[config.mk]
export PLATFORM = sky130hd
export DESIGN_NAME = wam_round_sequencer
export DESIGN_NICKNAME = d
export VERILOG_FILES = /design/src/rtl/wam_round_sequencer.sv
export SDC_FILE = /design/constraint.sdc
export NUM_CORES = 1
export LEC_CHECK = 0
export CAP_MARGIN = 20
export CORE_MARGIN = 2
export CORE_UTILIZATION = 28
export CTS_BUF_LIST = sky130_fd_sc_hd__clkbuf_8
export DETAILED_ROUTE_END_ITERATION = 16
export PLACE_DENSITY = 0.51
export SETUP_SLACK_MARGIN = 0.2
export SYNTH_ARGS = -nofsm -noshare
export SYNTH_HDL_FRONTEND = slang
export SYNTH_SLANG_ARGS = --single-unit
[constraint.sdc]
create_clock -name clk -period 2.97 [get_ports clk]
set_clock_uncertainty 0.2 [all_clocks]
set_input_delay 0.891 -clock clk [delete_from_list [all_inputs] [get_ports clk]]
set_output_delay 0.891 -clock clk [all_outputs]
set_load 0.1 [all_outputs]
[src/rtl/wam_round_sequencer.sv]
// Round controller for the whack-a-mole game: drives the light controller
// through setup, ready countdown, play and game-over, and keeps the round score.
module wam_round_sequencer #(
    parameter int TICK_MAX     = 49_999_999,
    parameter int READY_SECS   = 5,
    parameter int TIMED_SECS   = 60,
    parameter int NORMAL_MAX   = 25,
    parameter int EXTENDED_MAX = 50
) (
    input  logic       clk,
    input  logic       reset,
    input  logic       play,
    input  logic [2:0] mode,
    input  logic       extended,
    input  logic [3:0] lives_cfg,
    input  logic       light_on,
    input  logic [3:0] light_pos,
    input  logic       light_change,
    input  logic       key_valid,
    input  logic [3:0] key,
    output logic       lc_load_seed,
    output logic       lc_clear,
    output logic       lc_start,
    output logic [1:0] state,
    output logic [2:0] ready_count,
    output logic [5:0] score,
    output logic [5:0] max_hits,
    output logic [3:0] lives_left,
    output logic [5:0] time_left
);

    localparam int TW = (TICK_MAX > 0) ? $clog2(TICK_MAX + 1) : 1;

    typedef enum logic [1:0] {
        ST_SETUP = 2'd0,
        ST_WAIT  = 2'd1,
        ST_PLAY  = 2'd2,
        ST_OVER  = 2'd3
    } state_t;

    typedef enum logic [1:0] {
        MD_NORMAL = 2'd0,
        MD_TIMED  = 2'd1,
        MD_LIVES  = 2'd2
    } mode_t;

    state_t        state_q, state_n;
    mode_t         mode_q, mode_n;
    logic [TW-1:0] tick_cnt_q, tick_cnt_n;
    logic [5:0]    lamp_count_q, lamp_count_n;
    logic          hit_flag_q, hit_flag_n;
    logic          play_d;
    logic [2:0]    ready_n;
    logic [5:0]    score_n, max_hits_n, time_n;
    logic [3:0]    lives_n;
    logic          play_rise, running, tick, hit, round_end, restart;

    assign play_rise = play & ~play_d;
    assign running   = (state_q == ST_WAIT) || (state_q == ST_PLAY);
    assign tick      = running && (tick_cnt_q == TW'(TICK_MAX));
    assign hit       = key_valid & light_on & (key == light_pos) & ~hit_flag_q;
    assign state     = state_q;

    always_comb begin
        state_n      = state_q;
        mode_n       = mode_q;
        lamp_count_n = lamp_count_q;
        hit_flag_n   = hit_flag_q;
        ready_n      = ready_count;
        score_n      = score;
        max_hits_n   = max_hits;
        lives_n      = lives_left;
        time_n       = time_left;
        restart      = 1'b0;

        case (mode_q)
            MD_TIMED: round_end = (time_left == 6'd0);
            MD_LIVES: round_end = (lives_left == 4'd0);
            default:  round_end = (lamp_count_q == max_hits);
        endcase

        case (state_q)
            ST_SETUP: restart = play_rise;
            ST_WAIT: begin
                if (play_rise) begin
                    restart = 1'b1;
                end else if (tick) begin
                    if (ready_count <= 3'd1) begin
                        state_n = ST_PLAY;
                        ready_n = 3'd0;
                    end else begin
                        ready_n = ready_count - 3'd1;
                    end
                end
            end
            ST_PLAY: begin
                if (play_rise) begin
                    restart = 1'b1;
                end else if (round_end) begin
                    state_n = ST_OVER;
                end else begin
                    if (hit) begin
                        if (score != 6'd63) score_n = score + 6'd1;
                        hit_flag_n = 1'b1;
                    end
                    // A hit landing in the same cycle as the window end still saves the life.
                    if (light_change) begin
                        hit_flag_n = 1'b0;
                        if (lamp_count_q != 6'd63) lamp_count_n = lamp_count_q + 6'd1;
                        if (mode_q == MD_LIVES && !hit_flag_q && !hit && lives_left != 4'd0)
                            lives_n = lives_left - 4'd1;
                    end
                    if (mode_q == MD_TIMED && tick && time_left != 6'd0)
                        time_n = time_left - 6'd1;
                end
            end
            ST_OVER: restart = play_rise;
            default: state_n = ST_SETUP;
        endcase

        if (restart) begin
            state_n      = ST_WAIT;
            case (mode)
                3'b010:  mode_n = MD_TIMED;
                3'b001:  mode_n = MD_LIVES;
                default: mode_n = MD_NORMAL;
            endcase
            max_hits_n   = extended ? 6'(EXTENDED_MAX) : 6'(NORMAL_MAX);
            if (lives_cfg == 4'd0)      lives_n = 4'd1;
            else if (lives_cfg > 4'd9)  lives_n = 4'd9;
            else                        lives_n = lives_cfg;
            time_n       = (mode == 3'b010) ? 6'(TIMED_SECS) : 6'd0;
            ready_n      = 3'(READY_SECS);
            score_n      = 6'd0;
            lamp_count_n = 6'd0;
            hit_flag_n   = 1'b0;
        end

        tick_cnt_n = (restart || !running || tick) ? '0 : tick_cnt_q + TW'(1);
    end

    always_ff @(posedge clk or posedge reset) begin
        if (reset) begin
            state_q      <= ST_SETUP;
            mode_q       <= MD_NORMAL;
            tick_cnt_q   <= '0;
            lamp_count_q <= 6'd0;
            hit_flag_q   <= 1'b0;
            play_d       <= 1'b0;
            ready_count  <= 3'd0;
            score        <= 6'd0;
            max_hits     <= 6'(NORMAL_MAX);
            lives_left   <= 4'd0;
            time_left    <= 6'd0;
            lc_load_seed <= 1'b1;
            lc_clear     <= 1'b1;
            lc_start     <= 1'b0;
        end else begin
            state_q      <= state_n;
            mode_q       <= mode_n;
            tick_cnt_q   <= tick_cnt_n;
            lamp_count_q <= lamp_count_n;
            hit_flag_q   <= hit_flag_n;
            play_d       <= play;
            ready_count  <= ready_n;
            score        <= score_n;
            max_hits     <= max_hits_n;
            lives_left   <= lives_n;
            time_left    <= time_n;
            lc_load_seed <= (state_n == ST_SETUP);
            lc_clear     <= ~restart;
            lc_start     <= (state_n == ST_PLAY);
        end
    end

endmodule

==> metrics.cfg, run 1 <==
[floorplan]
die_h_um = 119
start_util_pct = 28.3
dieArea_um2 = 14200
core_area_um2 = 13100
pin_count = 52
rows = 42
die_w_um = 119

[place]
io_buffers = 49
dp_worst_setup_slack_ns = -0.248
gp_congestion = 0.787
placed_cell_area_um2 = 4430
place_hpwl_mm = 6.48
dp.cells = 633

[logic_synthesis]
ys_warn_count = 0
yosys.area.top_type_share_pct = 39.8
syn-num-nets = 444
synth_async_sr_flop_share_pct = 100
syn-instance-count = 408
dominantRegCellSynth = dfrtp_1
synth.distinct_cells = 64
synthTopCellsByArea = dfrtp_1, ha_1, xnor2_1, nor2_1, nand2_1
yosysTopAreaCell = dfrtp_1
syn_area_um2 = 3710
ys_seq_area_share_pct = 42.0
avgSynthCellArea_um2 = 9.08
synth_seq_cells = 62
synth-edff-count = 0
synth.most_common_cell = dfrtp_1
synthTopCellsByCount = dfrtp_1, nor2_1, nand2_1

[sta]
tightest_slew_ns = 0.534
fin_crit_sh_pct = 93.6
setup_ws_ns = 0.190
fmax_mhz = 360
hold_violations = 0
drv_slew = 0
max_slew_margin_pct = 64.1
setup_violations = 0
min_period_ns = 2.78
fin_hold_ws_ns = 0.291
rsz0062_at_grt = yes

[hold_path]
hold_depth = 1
min_path_type = flip-flop to flip-flop
hp-start = tick_cnt_q[0]
worst_hold_path.endpoint = tick_cnt_q[0]

[drt]
drt-initial-drc-count = 161
dr_total_vias = 3196
wire_per_inst_um = 14.3
vias_per_cell = 4.92
ant_nets = 0
wl_mm = 9.29
remaining_drc_errors = 0
dr.pass1.iters = 4

[setup_path]
path_delay_family = simple AND/OR/NAND/NOR gates
path_depth = 6
startpoint_type = input port
cp.buffers_inverters = 2
r2r-start = lives_left[0]
cp_slowest_stage_delay_ns = 0.48
path_max_fanout = 8
r2r_slack_ns = 0.30
crit_slowest_cell = or4_1
crit_required_ns = 3.06
path_cells = clkdlybuf4s50_1 > inv_2 > a2111o_1 > or3_4 > or4_1 > a21oi_1
worstReg2RegEnd = time_left[4]
critPathCaptureType = flip-flop
r2r_cells = 8
arrival_ns = 2.87
crit_type = input port to flip-flop

[grt]
use_met3_pct = 3.88
grt-busiest-layer = met2
met2_usage_pct = 24.7
grt_usage_pct = 13.9
use_met1_pct = 16.1
grt_overflow = 0
grt_pass1_vias = 3280
grt_pass1_wl_mm = 15.9
grt_max_degree = 63
antenna_found_initial = 0

[clock_network]
clkTransAtPathRegs_ns = 0.07
clock-root-buffer = clkbuf_8
cts_buffer_depth = 2
cts.htree.levels = 3
cts_tree = built
ctsHoldBuffers = 0
insertion_delay_ns = 0.36
cts_made_buffers = 9
cts.sinks = 62

[pwr]
ir_drop_mv = 0.230
leakage_uw = 0.00199
power-per-cell-area_nw_per_um2 = 464

[run]
maxCapViolations = 0

[run_status]
status = finished, final reports clean

[cells_and_area]
nets = 505
fillers = 1337
drive_gt1_share_pct = 21.5
finish.utilization_pct = 35.8
design_area_um2 = 4690
antenna_cells = 0
stdcell_count = 650
regArea_um2 = 1560
area_delta_synth_final_pct = 26.6
multiInputGateArea_um2 = 2020

kinds of logic after synthesis:
group	share of synthesized area (%)
AOI/OAI and AO/OA	16.4
xor gates and xnor gates	5.67
adders and majority gates	4.73
buffers and inverters	5.40
DFF	42.0
muxes	0.540
other	0.203
and+or+nand+nor	25.1
registers in the layout, indices dropped and copies added, names as in the netlist:
register and count:
state 2, score 6, lc_load_seed 1, play_d 1
time_left 6, ready_count 3, lc_clear 1, lamp_count_q 6
tick_cnt_q 26, max_hits 2, lives_left 4, lc_start 1
mode_q 2, hit_flag_q 1
power breakdown:
group | internal (uW) | leakage (uW) | total, uW | switching, uW
clock | 426 | 0.000108 | 768 | 342
combinational | 147 | 0.00107 | 471 | 324
sequential | 890 | 0.000809 | 936 | 46.2
total | 1460 | 0.00199 | 2170 | 712
worst reg2reg max path: cells and delay by family (launching register included):
family,cells,cell delay (ns)
simple gates,2,0.74
flops,1,0.42
compound gates,3,0.74
fa+ha+maj,1,0.18
buf+inv,2,0.28
metrics by stage:
step           power, uW  setup TNS, ns
2_1_floorplan       1290              0
3_3_place_gp        1420          -1.03
3_5_place_dp        1420          -1.24
4_1_cts             2220              0
5_1_grt             2290              0
6_report            2170              0
final cells by class:
cell class,instances,share of cell area [%]
inverters,26,2.08
well taps,176,4.69
multi-input cells,301,43.1
clock inverters,5,1.07
flip-flops and latches,62,33.3
clock buffers,11,3.23
repair buffers,69,12.5
layout by cell type, fill, tap and decap left out, drive strengths merged, types with 3 or more instances in the layout:
| cell type | instances |
|---|---|
| dfrtp | 59 |
| buf | 48 |
| nor2 | 40 |
| inv | 28 |
| nand2 | 27 |
| xnor2 | 19 |
| clkdlybuf4s50 | 19 |
| a21oi | 19 |
| nand3 | 18 |
| nor3 | 15 |
| ha | 14 |
| or3 | 13 |
| o21ai | 13 |
| clkbuf | 11 |
| nand4 | 10 |
| o31ai | 9 |
| a31oi | 8 |
| and3 | 7 |
| nor2b | 7 |
| or4 | 6 |
| and4 | 5 |
| nor4 | 5 |
| xor2 | 5 |
| a211oi | 5 |
| nand2b | 4 |
| a21o | 4 |
| a41oi | 4 |
| o211ai | 4 |
| dfstp | 3 |
| a311oi | 3 |
| nor4b | 3 |
routing by layer:
metal  up-vias  share of wire (%)  wire [um]
li1       1605                  -          -
met5         -                  0          0
met4         0                1.6        153
met2        53                 51       4720
met3        14                3.9        358
met1      1524                 44       4050
worst max-delay path by stage:
stage	slack, ns	end	start
final	0.19	score[0]	light_pos[2]
after CTS	0.21	score[5]	key[1]
after floorplan	0.21	lives_left[0]	reset
after global routing	0.14	score[4]	light_pos[2]
after detailed placement	-0.25	score[5]	key[1]
after global placement	-0.19	score[2]	key[1]
repair_timing:
action,in CTS,in global routing
gates resized for setup,1,14
setup buffers,0,1
endpoints found under the setup margin,5,7
pin swaps,0,10
Note: power is estimated with default switching activity, not from simulation.
==> run 2, diff against run 1 <==
--- a/config.mk
+++ b/config.mk
@@ -15,3 +15,4 @@
 export SYNTH_ARGS = -nofsm -noshare
 export SYNTH_HDL_FRONTEND = slang
 export SYNTH_SLANG_ARGS = --single-unit
+export TNS_END_PERCENT = 100
==> results of run 2 <==
Same layout as run 1: the final DEF is identical, and so are final timing and power.
